===== src/rtl/slave3_serial_port_if.sv =====
// Serial link between the address decoder's s3 slot and the slave3 endpoint.
//   rx    : decoder -> slave, bit-serial request, idles high
//   tx    : slave -> decoder, bit-serial response, idles high
//   busy  : decoder -> slave, asks the slave to hold a read in split
//   split : slave -> decoder, high while a read is held in split
//   done  : slave -> decoder, one-cycle pulse when a transaction completes
// Modports: slave (endpoint side), master (decoder / testbench side).
interface slave3_serial_port_if;
  logic rx;
  logic tx;
  logic busy;
  logic split;
  logic done;

  modport slave  (input rx, input busy, output tx, output split, output done);
  modport master (output rx, output busy, input tx, input split, input done);
endinterface


===== src/rtl/slave3_serial_port.sv =====
// slave3_serial_port: serial slave endpoint behind the decoder's s3 port.
// Deframes LSB-first requests arriving on rx:
//   start(0), rw (1=write, 0=read), ADDR_W address bits, DATA_W data bits (writes only).
// Writes update an internal 2**ADDR_W x DATA_W register file. Reads answer on tx with a
// start bit (0), DATA_W data bits LSB first and a stop bit (1) that coincides with done.
// Ports:
//   clk  : bus clock, rising edge
//   rstn : asynchronous active-low reset
//   bus  : slave3_serial_port_if.slave (rx, busy in; tx, split, done out)
// Optional feature macro SPLIT_EN: when defined, a read whose last address bit sees
// busy=1 parks in SPLIT (split=1, tx=1) until busy is sampled low. When undefined the
// SPLIT state is not built, busy is ignored and split is tied low.
module slave3_serial_port #(
  parameter int ADDR_W = 4,
  parameter int DATA_W = 8
) (
  input  logic                  clk,
  input  logic                  rstn,
  slave3_serial_port_if.slave   bus
);

  localparam int DEPTH = 2 ** ADDR_W;
  localparam int MAX_N = (DATA_W > ADDR_W) ? DATA_W : ADDR_W;
  localparam int CNT_W = ($clog2(MAX_N) > 0) ? $clog2(MAX_N) : 1;
  localparam logic [CNT_W-1:0] A_LAST = CNT_W'(ADDR_W - 1);
  localparam logic [CNT_W-1:0] D_LAST = CNT_W'(DATA_W - 1);

  typedef enum logic [3:0] {
    IDLE,
    RX_RW,
    RX_ADDR,
    RX_DATA,
    WRITE,
    TX_START,
    TX_DATA,
    TX_STOP
`ifdef SPLIT_EN
    , SPLIT
`endif
  } state_t;

  state_t                  state, state_n;
  logic [CNT_W-1:0]        cnt;
  logic                    rw;
  logic [ADDR_W-1:0]       addr_sr;
  logic [DATA_W-1:0]       wdata_sr;
  logic [DATA_W-1:0]       shift_sr;
  logic [DATA_W-1:0]       mem [DEPTH];
  logic                    tx_o, split_o, done_o;

  // Bit counter never wraps; it parks on the final index of the current field.
  function automatic logic [CNT_W-1:0] sat_inc(input logic [CNT_W-1:0] c,
                                                input logic [CNT_W-1:0] lim);
    return (c >= lim) ? c : c + CNT_W'(1);
  endfunction

`ifndef SPLIT_EN
  logic unused_busy;
  assign unused_busy = bus.busy;
`endif

  // Next-state and Moore outputs
  always_comb begin
    state_n = state;
    tx_o    = 1'b1;
    split_o = 1'b0;
    done_o  = 1'b0;
    case (state)
      IDLE:     if (!bus.rx) state_n = RX_RW;
      RX_RW:    state_n = RX_ADDR;
      RX_ADDR: begin
        if (cnt == A_LAST) begin
          if (rw) begin
            state_n = RX_DATA;
          end else begin
`ifdef SPLIT_EN
            state_n = bus.busy ? SPLIT : TX_START;
`else
            state_n = TX_START;
`endif
          end
        end
      end
      RX_DATA:  if (cnt == D_LAST) state_n = WRITE;
      WRITE: begin
        done_o  = 1'b1;
        state_n = IDLE;
      end
`ifdef SPLIT_EN
      SPLIT: begin
        split_o = 1'b1;
        if (!bus.busy) state_n = TX_START;
      end
`endif
      TX_START: begin
        tx_o    = 1'b0;
        state_n = TX_DATA;
      end
      TX_DATA: begin
        tx_o = shift_sr[0];
        if (cnt == D_LAST) state_n = TX_STOP;
      end
      TX_STOP: begin
        done_o  = 1'b1;
        state_n = IDLE;
      end
      default:  state_n = IDLE;
    endcase
  end

  // Control state, counter and register file
  always_ff @(posedge clk or negedge rstn) begin
    if (!rstn) begin
      state <= IDLE;
      cnt   <= '0;
      rw    <= 1'b0;
      for (int i = 0; i < DEPTH; i++) mem[i] <= '0;
    end else begin
      state <= state_n;
      if (state_n != state) cnt <= '0;
      else                  cnt <= sat_inc(cnt, (state == RX_ADDR) ? A_LAST : D_LAST);
      if (state == RX_RW) rw <= bus.rx;
      if (state == WRITE) mem[addr_sr] <= wdata_sr;
    end
  end

  // Shift registers: fields arrive and leave LSB first
  always_ff @(posedge clk) begin
    if (state == RX_ADDR)  addr_sr  <= {bus.rx, addr_sr[ADDR_W-1:1]};
    if (state == RX_DATA)  wdata_sr <= {bus.rx, wdata_sr[DATA_W-1:1]};
    if (state == TX_START) shift_sr <= mem[addr_sr];
    else if (state == TX_DATA) shift_sr <= {1'b0, shift_sr[DATA_W-1:1]};
  end

  assign bus.tx    = tx_o;
  assign bus.split = split_o;
  assign bus.done  = done_o;

endmodule


===== src/flat_wrapper.sv =====
// flat-port wrapper written by rule: the top's interface ports become plain ports
module slave3_serial_port_flat 
#(
  parameter int ADDR_W = 4,
  parameter int DATA_W = 8
)
  (clk, rstn, bus_rx, bus_busy, bus_tx, bus_split, bus_done);
  slave3_serial_port_if bus_i ();
  input  logic clk;
  input  logic rstn;
  input wire logic [$bits(bus_i.rx)-1:0] bus_rx;
  input wire logic [$bits(bus_i.busy)-1:0] bus_busy;
  output wire logic [$bits(bus_i.tx)-1:0] bus_tx;
  output wire logic [$bits(bus_i.split)-1:0] bus_split;
  output wire logic [$bits(bus_i.done)-1:0] bus_done;
  assign bus_i.rx = bus_rx;
  assign bus_i.busy = bus_busy;
  assign bus_tx = bus_i.tx;
  assign bus_split = bus_i.split;
  assign bus_done = bus_i.done;
  slave3_serial_port #(.ADDR_W(ADDR_W), .DATA_W(DATA_W)) u_core (.clk(clk), .rstn(rstn), .bus(bus_i));
endmodule

===== config.mk =====
export PLATFORM = sky130hd
export DESIGN_NAME = slave3_serial_port_flat
export DESIGN_NICKNAME = d
export VERILOG_FILES = /design/src/rtl/slave3_serial_port_if.sv /design/src/rtl/slave3_serial_port.sv /design/src/flat_wrapper.sv
export SDC_FILE = /design/constraint.sdc
export NUM_CORES = 1
export LEC_CHECK = 0
export CAP_MARGIN = 10
export CORE_AREA = 2 2 146 148
export CTS_CLUSTER_DIAMETER = 80
export DETAILED_ROUTE_END_ITERATION = 10
export DIE_AREA = 0 0 148 150
export PLACE_DENSITY = 0.48
export SKIP_LAST_GASP = 1
export SLEW_MARGIN = 20
export SYNTH_ARGS = -nofsm -noshare
export SYNTH_HDL_FRONTEND = slang
export SYNTH_SLANG_ARGS = --single-unit

===== constraint.sdc =====
create_clock -name clk -period 2.9 [get_ports clk]
set_input_delay 0.87 -clock clk [delete_from_list [all_inputs] [get_ports clk]]
set_output_delay 0.87 -clock clk [all_outputs]
set_load 0.02 [all_outputs]

* After elaboration in Yosys (flattened, before gate mapping)
Cells that the tools add are included.
** Cells by class
- Multipliers :: 0
- Add/subtract/negate cells :: 1
- Shifts and indexed selects :: 0
- Mux-type cells :: 19
- Equality and inequality tests :: 11
- Bitwise gates (word level) :: 1
- Div/mod/pow operators :: 0
- Reduce and logical (&&, ||, !) cells :: 4
- Order comparisons :: 3
** Operator list (number)
- $bwmux 128 :: 1
- $mux 8 :: 5
- $bmux 8 s4 :: 1
- $demux 8 s4 :: 1
- $pmux 4 s6 :: 1
- $eq 4x3->1 const B :: 4
- $mux 4 :: 4
- $mux 3 :: 4
- $eq 4x2->1 const B :: 2
- $ge 5x5->1 const B :: 1
- $lt 5x1->1 const B :: 1
- $not 4->5 :: 1
- $eq 4x1->1 const B :: 1
- $logic_not 4->1 :: 1
- $ne 4x4->1 :: 1
- $add 3x1->3 const B :: 1
- $eq 3x2->1 const B :: 1
- $eq 3x3->1 const B :: 1
- $ge 3x3->1 :: 1
- $ne 2x1->1 const B :: 1
- $pmux 1 s2 :: 1
- $reduce_bool 2->1 :: 1
- $reduce_or 2->1 :: 1
- $logic_and 1x1->1 :: 1
- $mux 1 :: 1
** Storage, ports and cells
- Input bits :: 4
- Logic and storage cells :: 61
- Memory bits (writable) :: 0
- Output and inout bits :: 3
- Bits in read-only memories :: 0
- Flip-flop bits (word level) :: 156
- Memories kept :: 0
- Bits in latches :: 0

* Depth between registers and ports, before layout
Gate-level depths: netlist (run 1).
- Depth after elaboration :: 6
- Depth in mapped cells :: 8

* Least setup slack after synthesis (run 1)
Ideal clock, no wire load.
- Path kind :: register to register
- From :: reg u_core.state[0]
- To :: reg u_core.mem[56] in the netlist's numbering
- Arrival time :: 2.177 ns
- Data required time :: 2.775 ns
- Path slack :: 0.599 ns
- Cell stages (with the launch flop) :: 7
- Clock period less this slack :: 2.301 ns
- Cell sequence :: dfrtp_1 > buf_6 > or4b_4 > or3_1 > buf_6 > nor3b_4 > mux2_2
** On the way
- Cells in the longest elaborated chain, start to end :: 1
** Ends and longest elaborated chain
- from (decl) :: line slave3_serial_port.sv:42 : state_t state, state_n;
- from (signal assigned) :: line slave3_serial_port.sv:119 : state <= state_n;
- $eq 4x3->1 :: line slave3_serial_port.sv:123 : if (state == WRITE) mem[addr_sr] <= wdata_sr;
- to (signal, indexed assignment) :: line slave3_serial_port.sv:123
- to (decl) :: line slave3_serial_port.sv:48 : logic [DATA_W-1:0] mem [DEPTH];
No other way between the ends.
A chain may end at the register's enable or synchronous reset.

* Worst setup path after layout (run 1)
- From :: reg u_core.state[0]
- To :: out bus_done
** On the way
- Cells in the longest elaborated chain, start to end :: 3
** Ends and longest elaborated chain
- $eq 4x3->1 :: line slave3_serial_port.sv:68 : case (state)
- $reduce_or 2->1 (no line) *
- $mux 1 * :: line slave3_serial_port.sv:68
- to (decl) :: line flat_wrapper.sv:15 : output wire logic [$bits(bus_i.done)-1:0] bus_done;
Every way passes the cells marked *; elsewhere a longest branch is shown, timed or not.

==> metrics.txt, run 1 <==
H-tree Lvls 4; DR iter-0 viols 153; CORE AREA a little over 20,000 µm²; Post-Syn Instances 485; drt total wl 15,700 µm; FF-to-FF End u_core.shift_sr[7]$_SDFFCE_PN0P_; DIE AREA 22,200 µm²; max incr delay on CP ~600 ps; Synth warnings 0; GR Util All Layers 15.0%; DRC Markers 0; Final period util between 90% and 100%; I/O Buffers 4; CP Cell Sequence buf_4 -> xor2_1 -> nor2_1 -> clkdlybuf4s50_1; Setup WS pre-CTS about 310 ps; RSZ-0062 raised after global routing false; number of synthesized flops with an enable pin 20; Post-Syn Area approximately 7200 µm²; Inserted Diodes 0; CTS resizes 1; nets 505; num rows between 50 and 60; met2 WL approximately 7500 µm; initial antenna violation count 0; vias per cell 5.05; reg2reg setup slack 330 ps; Hold WS 394 ps; PwrDens around 570 nW/µm²; Yosys reg bits 156; routability cong. 0.746; met3 wire len 354 µm; critical path class reg2out; Avg Cell Area, Syn approximately 15 µm²; DIE HEIGHT 150 µm; CTS Buf Count 17; hold_buf cts 0; Detail Placement HPWL ~10,000 µm; Final setup viols 0; CTS max path bufs 2; Die Width about 150 µm; M1 wire length 7650 µm; commonest non-fill, non-tap cells in the layout dfrtp_1 (135), mux2_2 (130), mux2i_1 (24), mux4_2 (23), nor2_1 (22); slowest cell on the critical path clkdlybuf4s50_1; Setup WS post-layout 96.6 ps; clock-pin slew on the worst setup and hold paths ~60 ps; Worst Setup SP u_core.state[0]$_DFF_PN0_; Clock Tree Root clkbuf_16; vias in the first global route about 4,200; Slew HR about 45%; commonest non-fill, non-tap cell in the layout dfrtp_1; Initial Util 34.6%; Synth cell types between 40 and 50; share of cells above drive strength 1 44.3%; Top Layer Used met4; global-route wire length before repair ~25,000 µm; P_leak 3.75 nW; worst-case reg-to-reg path depth 4; CTS tree done; CP required 2030 ps; Post-synth ARST share 87.2%; measured slew at the worst slew-check pin 820 ps; register area share after synthesis 55.9%; drt wl/cell between 20 and 25 µm; max-slew violations 0; Clock Sinks 156; crit path launch type register; worst reg2reg path startpoint u_core.addr_sr[0]$_DFFE_PN_; DRT Pass-1 Iters 4; peak supply drop roughly 0.00033 V; f_max 357 MHz; clock skew 6.30 ps; Max FO, Critical Path 16; P&R area growth vs syn 14.8%; Skew-Pair Late Insertion Delay 420 ps; post-route minimum period 2800 ps; post-route ant nets 0; remaining global-route overflow 0; status completed; sum of negative setup slack 0 ps; Vias around 4,000; largest net degree at the start of global routing 59; ys flop type dfrtp_1; I/O pins 7; worst path arrival time 1930 ps; Post-CTS Setup Bufs 0; Worst setup EP type output pin; number of max-cap violations 0; Final Hold Vio Count 0; Worst Setup EP bus_done; worst hold path class in2async
-- logic make-up after synthesis --
kind of cell / count (synthesis) / synth area share, %
muxes: 177 / 31.0
DFF: 156 / 55.9
and+or+nand+nor: 69 / 6.07
AOI/OAI and AO/OA: 39 / 3.48
buffers and inverters: 35 / 2.20
adders and majority gates: 5 / 0.839
xor gates and xnor gates: 3 / 0.367
other: 1 / 0.0524
-- Yosys cell counts (2+ instances only) --
library cell	instances	area, µm²
dfrtp_1	136	3400
mux2_2	130	1460
mux2i_1	24	240
mux4_2	23	518
nor2_1	22	82.6
edfxtp_1	20	601
clkbuf_1	17	63.8
o22ai_1	11	68.8
nand2_2	9	56.3
a21oi_1	7	35.0
a31oi_1	7	43.8
a22oi_1	6	45.0
buf_2	6	30.0
nor3_1	6	30.0
buf_1	5	18.8
ha_1	4	50.1
inv_1	4	15.0
nor2b_1	4	25.0
nand3_2	3	30.0
nor3b_1	3	22.5
o21ai_0	3	15.0
or3b_2	3	26.3
and2_1	2	12.5
buf_6	2	22.5
nand2_1	2	7.51
nor4b_1	2	17.5
nor4bb_1	2	20.0
or3_1	2	12.5
xor2_1	2	17.5
-- through the flow --
step / utilization (%) / area (µm²) / instances / power (mW)
final: 39.7 / 8220 / 785 / 4.72
after detailed placement: 36.7 / 7580 / 753 / 2.42
after global placement: 36.7 / 7580 / 753 / 2.41
after floorplan: - / 7160 / 486 / 2.34
after CTS: 39.7 / 8220 / 785 / 4.79
after global routing: 39.7 / 8220 / 785 / 4.90
-- worst max-delay path: cells and delay by family (launching register included) --
family	cells	cell delay [ps]
flip-flops	1	410
buffers and inverters	2	810
XOR/XNOR	1	180
AND/OR/NAND/NOR	1	110
-- metal layers --
layer	up-vias	GRT usage (%)
met5	-	0
met4	0	4.48
met3	9	2.68
met2	37	24.1
met1	2086	21.0
li1	1832	-
-- power by group --
part	total (mW)	switching (mW)	leakage, nW	internal (mW)
Clock	2.35	0.866	0.300	1.48
Sequential	2.25	0.0211	2.07	2.23
Combinational	0.124	0.0813	1.38	0.0427
Total	4.72	0.969	3.75	3.75
-- area by class of cell --
cell class / count / area (µm²)
fillers: 1890 / 12500
clock inverters: 9 / 131
well taps: 275 / 344
clock buffers: 23 / 500
repair buffers: 23 / 211
flip-flops and latches: 156 / 4010
inverters: 4 / 15.0
multi-input cells: 295 / 3010
-- registers in the layout, indices dropped and copies added, names as in the netlist --
name / count
u_core.mem: 128
u_core.rw: 1
u_core.wdata_sr: 8
u_core.state: 4
u_core.shift_sr: 8
u_core.cnt: 3
u_core.addr_sr: 4
-- worst min-delay path by stage --
stage,startpoint,to,slack [ps],depth (start not counted)
2_1_floorplan,u_core.addr_sr[3]$_DFFE_PN_,u_core.addr_sr[2]$_DFFE_PN_,420,0
3_5_place_dp,u_core.mem[78]$_DFFE_PN0P_,u_core.mem[78]$_DFFE_PN0P_,490,1
3_3_place_gp,u_core.mem[76]$_DFFE_PN0P_,u_core.mem[76]$_DFFE_PN0P_,480,1
4_1_cts,rstn,u_core.cnt[0]$_DFFE_PN0P_,400,1
5_1_grt,rstn,u_core.cnt[1]$_DFFE_PN0P_,420,1
6_report,rstn,u_core.cnt[1]$_DFFE_PN0P_,390,1
No activity file was read; power rests on OpenSTA's default activity.
==> run 2: changes to the inputs <==
--- a/config.mk
+++ b/config.mk
@@ -10,6 +10,7 @@
 export CTS_CLUSTER_DIAMETER = 80
 export DETAILED_ROUTE_END_ITERATION = 10
 export DIE_AREA = 0 0 148 150
+export GPL_ROUTABILITY_DRIVEN = 0
 export PLACE_DENSITY = 0.48
 export SKIP_LAST_GASP = 1
 export SLEW_MARGIN = 20
==> results of run 2 <==
Final layout, timing and power as in run 1 (identical DEF).
==> run 3: changes to the inputs <==
--- a/config.mk
+++ b/config.mk
@@ -7,10 +7,11 @@
 export LEC_CHECK = 0
 export CAP_MARGIN = 10
 export CORE_AREA = 2 2 146 148
-export CTS_CLUSTER_DIAMETER = 80
+export CTS_CLUSTER_DIAMETER = 50
 export DETAILED_ROUTE_END_ITERATION = 10
 export DIE_AREA = 0 0 148 150
 export GPL_ROUTABILITY_DRIVEN = 0
+export GPL_TIMING_DRIVEN = 1
 export PLACE_DENSITY = 0.48
 export SKIP_LAST_GASP = 1
 export SLEW_MARGIN = 20
==> constraint.sdc (replaced) <==
create_clock -name clk -period 3.6 [get_ports clk]
set_input_delay 1.08 -clock clk [delete_from_list [all_inputs] [get_ports clk]]
set_output_delay 1.08 -clock clk [all_outputs]
set_load 0.02 [all_outputs]
==> metrics.txt, run 3 (synthesis gave the netlist of run 1 again) <==
num rows 53 (unchanged); crit path launch type register; vias per cell 5.17 (+2.3%); Final Hold Vio Count 0 (unchanged); clock-pin slew on the worst setup and hold paths 60 ps (about the same); commonest non-fill, non-tap cells in the layout dfrtp_1 (136), mux2_2 (130), mux2i_1 (24), mux4_2 (23), nor2_1 (22); Skew-Pair Late Insertion Delay 420 ps (about the same); post-route cell area 8100 µm² (-1.4%); vias in the first global route 4,252 (+0.094%); Final setup viols 0 (unchanged); worst min-delay path endpoint u_core.mem[17]$_DFFE_PN0P_; reg2reg setup slack 820 ps (+490 ps); drt wl/cell 20.4 µm (+1.8%); measured slew at the worst slew-check pin 801 ps (-18.5 ps); fill cell count 1,949 (+3.1%); DIE HEIGHT 150 µm (unchanged); worst hold path class reg2reg; Clock Sinks 156 (unchanged); Detail Placement HPWL 10,200 µm (-0.62%); H-tree Lvls 4 (unchanged); FF-to-FF End u_core.mem[56]$_DFFE_PN0P_; post-route minimum period between 3000 and 4000 ps; worst-case reg-to-reg path depth 4 (unchanged); Final period util between 90% and 100%; CP required 2520 ps (+490 ps); Regs by FF count u_core.mem (128), u_core.shift_sr (8), u_core.wdata_sr (8); drt total wl 15,900 µm (+1.0%); GR Util All Layers 15.5% (+0.44 points); Initial Util 34.6% (unchanged); hold_buf cts 0 (unchanged); CTS tree done; sum of negative setup slack 0 ps (unchanged); share of cells above drive strength 1 42.3% (-2.1 points); Post-CTS Setup Bufs 0 (unchanged); Slew HR 46.6% (+1.2 points); I/O pins 7 (unchanged); PwrDens 453 nW/µm² (-21%); P_leak 3.70 nW (-1.5%); worst path arrival time 2260 ps (+330 ps); commonest non-fill, non-tap cell in the layout dfrtp_1; clock skew 8.06 ps (+1.77 ps); RSZ-0062 raised after global routing false; largest net degree at the start of global routing 67 (+14%); I/O Buffers 4 (unchanged); max-slew violations 0 (unchanged); Worst setup EP type output pin; Inserted Diodes 0 (unchanged); Max FO, Critical Path 14 (-2); Clock Tree Root clkbuf_16; P&R area growth vs syn 13.2%; remaining global-route overflow 0 (unchanged); status completed; peak supply drop 0.000258 V (-23%); Vias 4,025 (+1.5%); hold path cells 1; number of max-cap violations 0 (unchanged); most flop-heavy register u_core.mem; post-route ant nets 0 (unchanged); CTS resizes 0 (-1); DRC Markers 0 (unchanged); max reg flops 128 (unchanged); Die Width 148 µm (unchanged); DR iter-0 viols 189 (+24%); DIE AREA 22,200 µm² (unchanged); CTS max path bufs 2 (unchanged); initial antenna violation count 0 (unchanged); CTS Buf Count 17 (unchanged); f_max 300 MHz; global-route wire length before repair 25,400 µm (+2.2%); CORE AREA 20,700 µm² (unchanged); critical path class reg2out; Placed Instance Area 7520 µm² (-0.86%); min-delay src u_core.mem[17]$_DFFE_PN0P_; nets 499 (-1.2%); DRT Pass-1 Iters 5 (+1); worst reg2reg path startpoint u_core.state[0]$_DFF_PN0_
[run 3: layout make-up]
cell class	count	area [µm²]	area share (%)
Timing Repair Buffer	17	159	1.96
Inverter	4	15.0	0.185
Clock buffer	23	448	5.53
Sequential cell	156	4000	49.4
Clock inverter	9	120	1.48
Tap cell	275	344	4.25
Multi-Input combinational cell	295	3010	37.2
[run 3: worst max-delay path by stage]
stage	depth (start not counted)	slack, ps	endpoint	start
floorplan	5	1220	bus_tx	u_core.state[1]$_DFF_PN0_
global placement	5	680	bus_tx	u_core.state[1]$_DFF_PN0_
detailed placement	5	690	bus_tx	u_core.state[1]$_DFF_PN0_
CTS	5	250	bus_tx	u_core.state[1]$_DFF_PN0_
global route	5	90	bus_tx	u_core.state[1]$_DFF_PN0_
finish	5	260	bus_tx	u_core.state[1]$_DFF_PN0_
[run 3: layer usage]
metal,global-route usage [%],vias up,share of wire [%]
met5,0,-,0
met4,4.86,0,1.6
met3,3.38,18,3.0
met2,24.0,56,47
met1,21.8,2130,48
li1,-,1821,-
[run 3: through the flow]
stage	instances	setup WS [ps]	hold slack (ps)	power [mW]	util, %
after floorplan	486	1220	424	1.89	-
after global placement	746	677	482	1.94	36.3
after detailed placement	746	695	489	1.94	36.3
after CTS	778	249	502	3.72	39.1
after global routing	779	94.2	510	3.81	39.2
final	779	263	501	3.67	39.2
[run 3: worst max-delay path: stages, from the launching register on]
cell             delay (ps)
dfrtp_1                 600
inv_1                   150
nor3_1                  190
a21oi_1                  50
or2_2                   300
clkdlybuf4s50_1         540
[run 3: where the power goes]
group	leakage [nW]	switching [mW]	internal, mW	total [mW]
clock	0.276	0.680	1.08	1.76
sequential	2.07	0.0232	1.79	1.82
combinational	1.35	0.0575	0.0323	0.0898
total	3.70	0.761	2.91	3.67
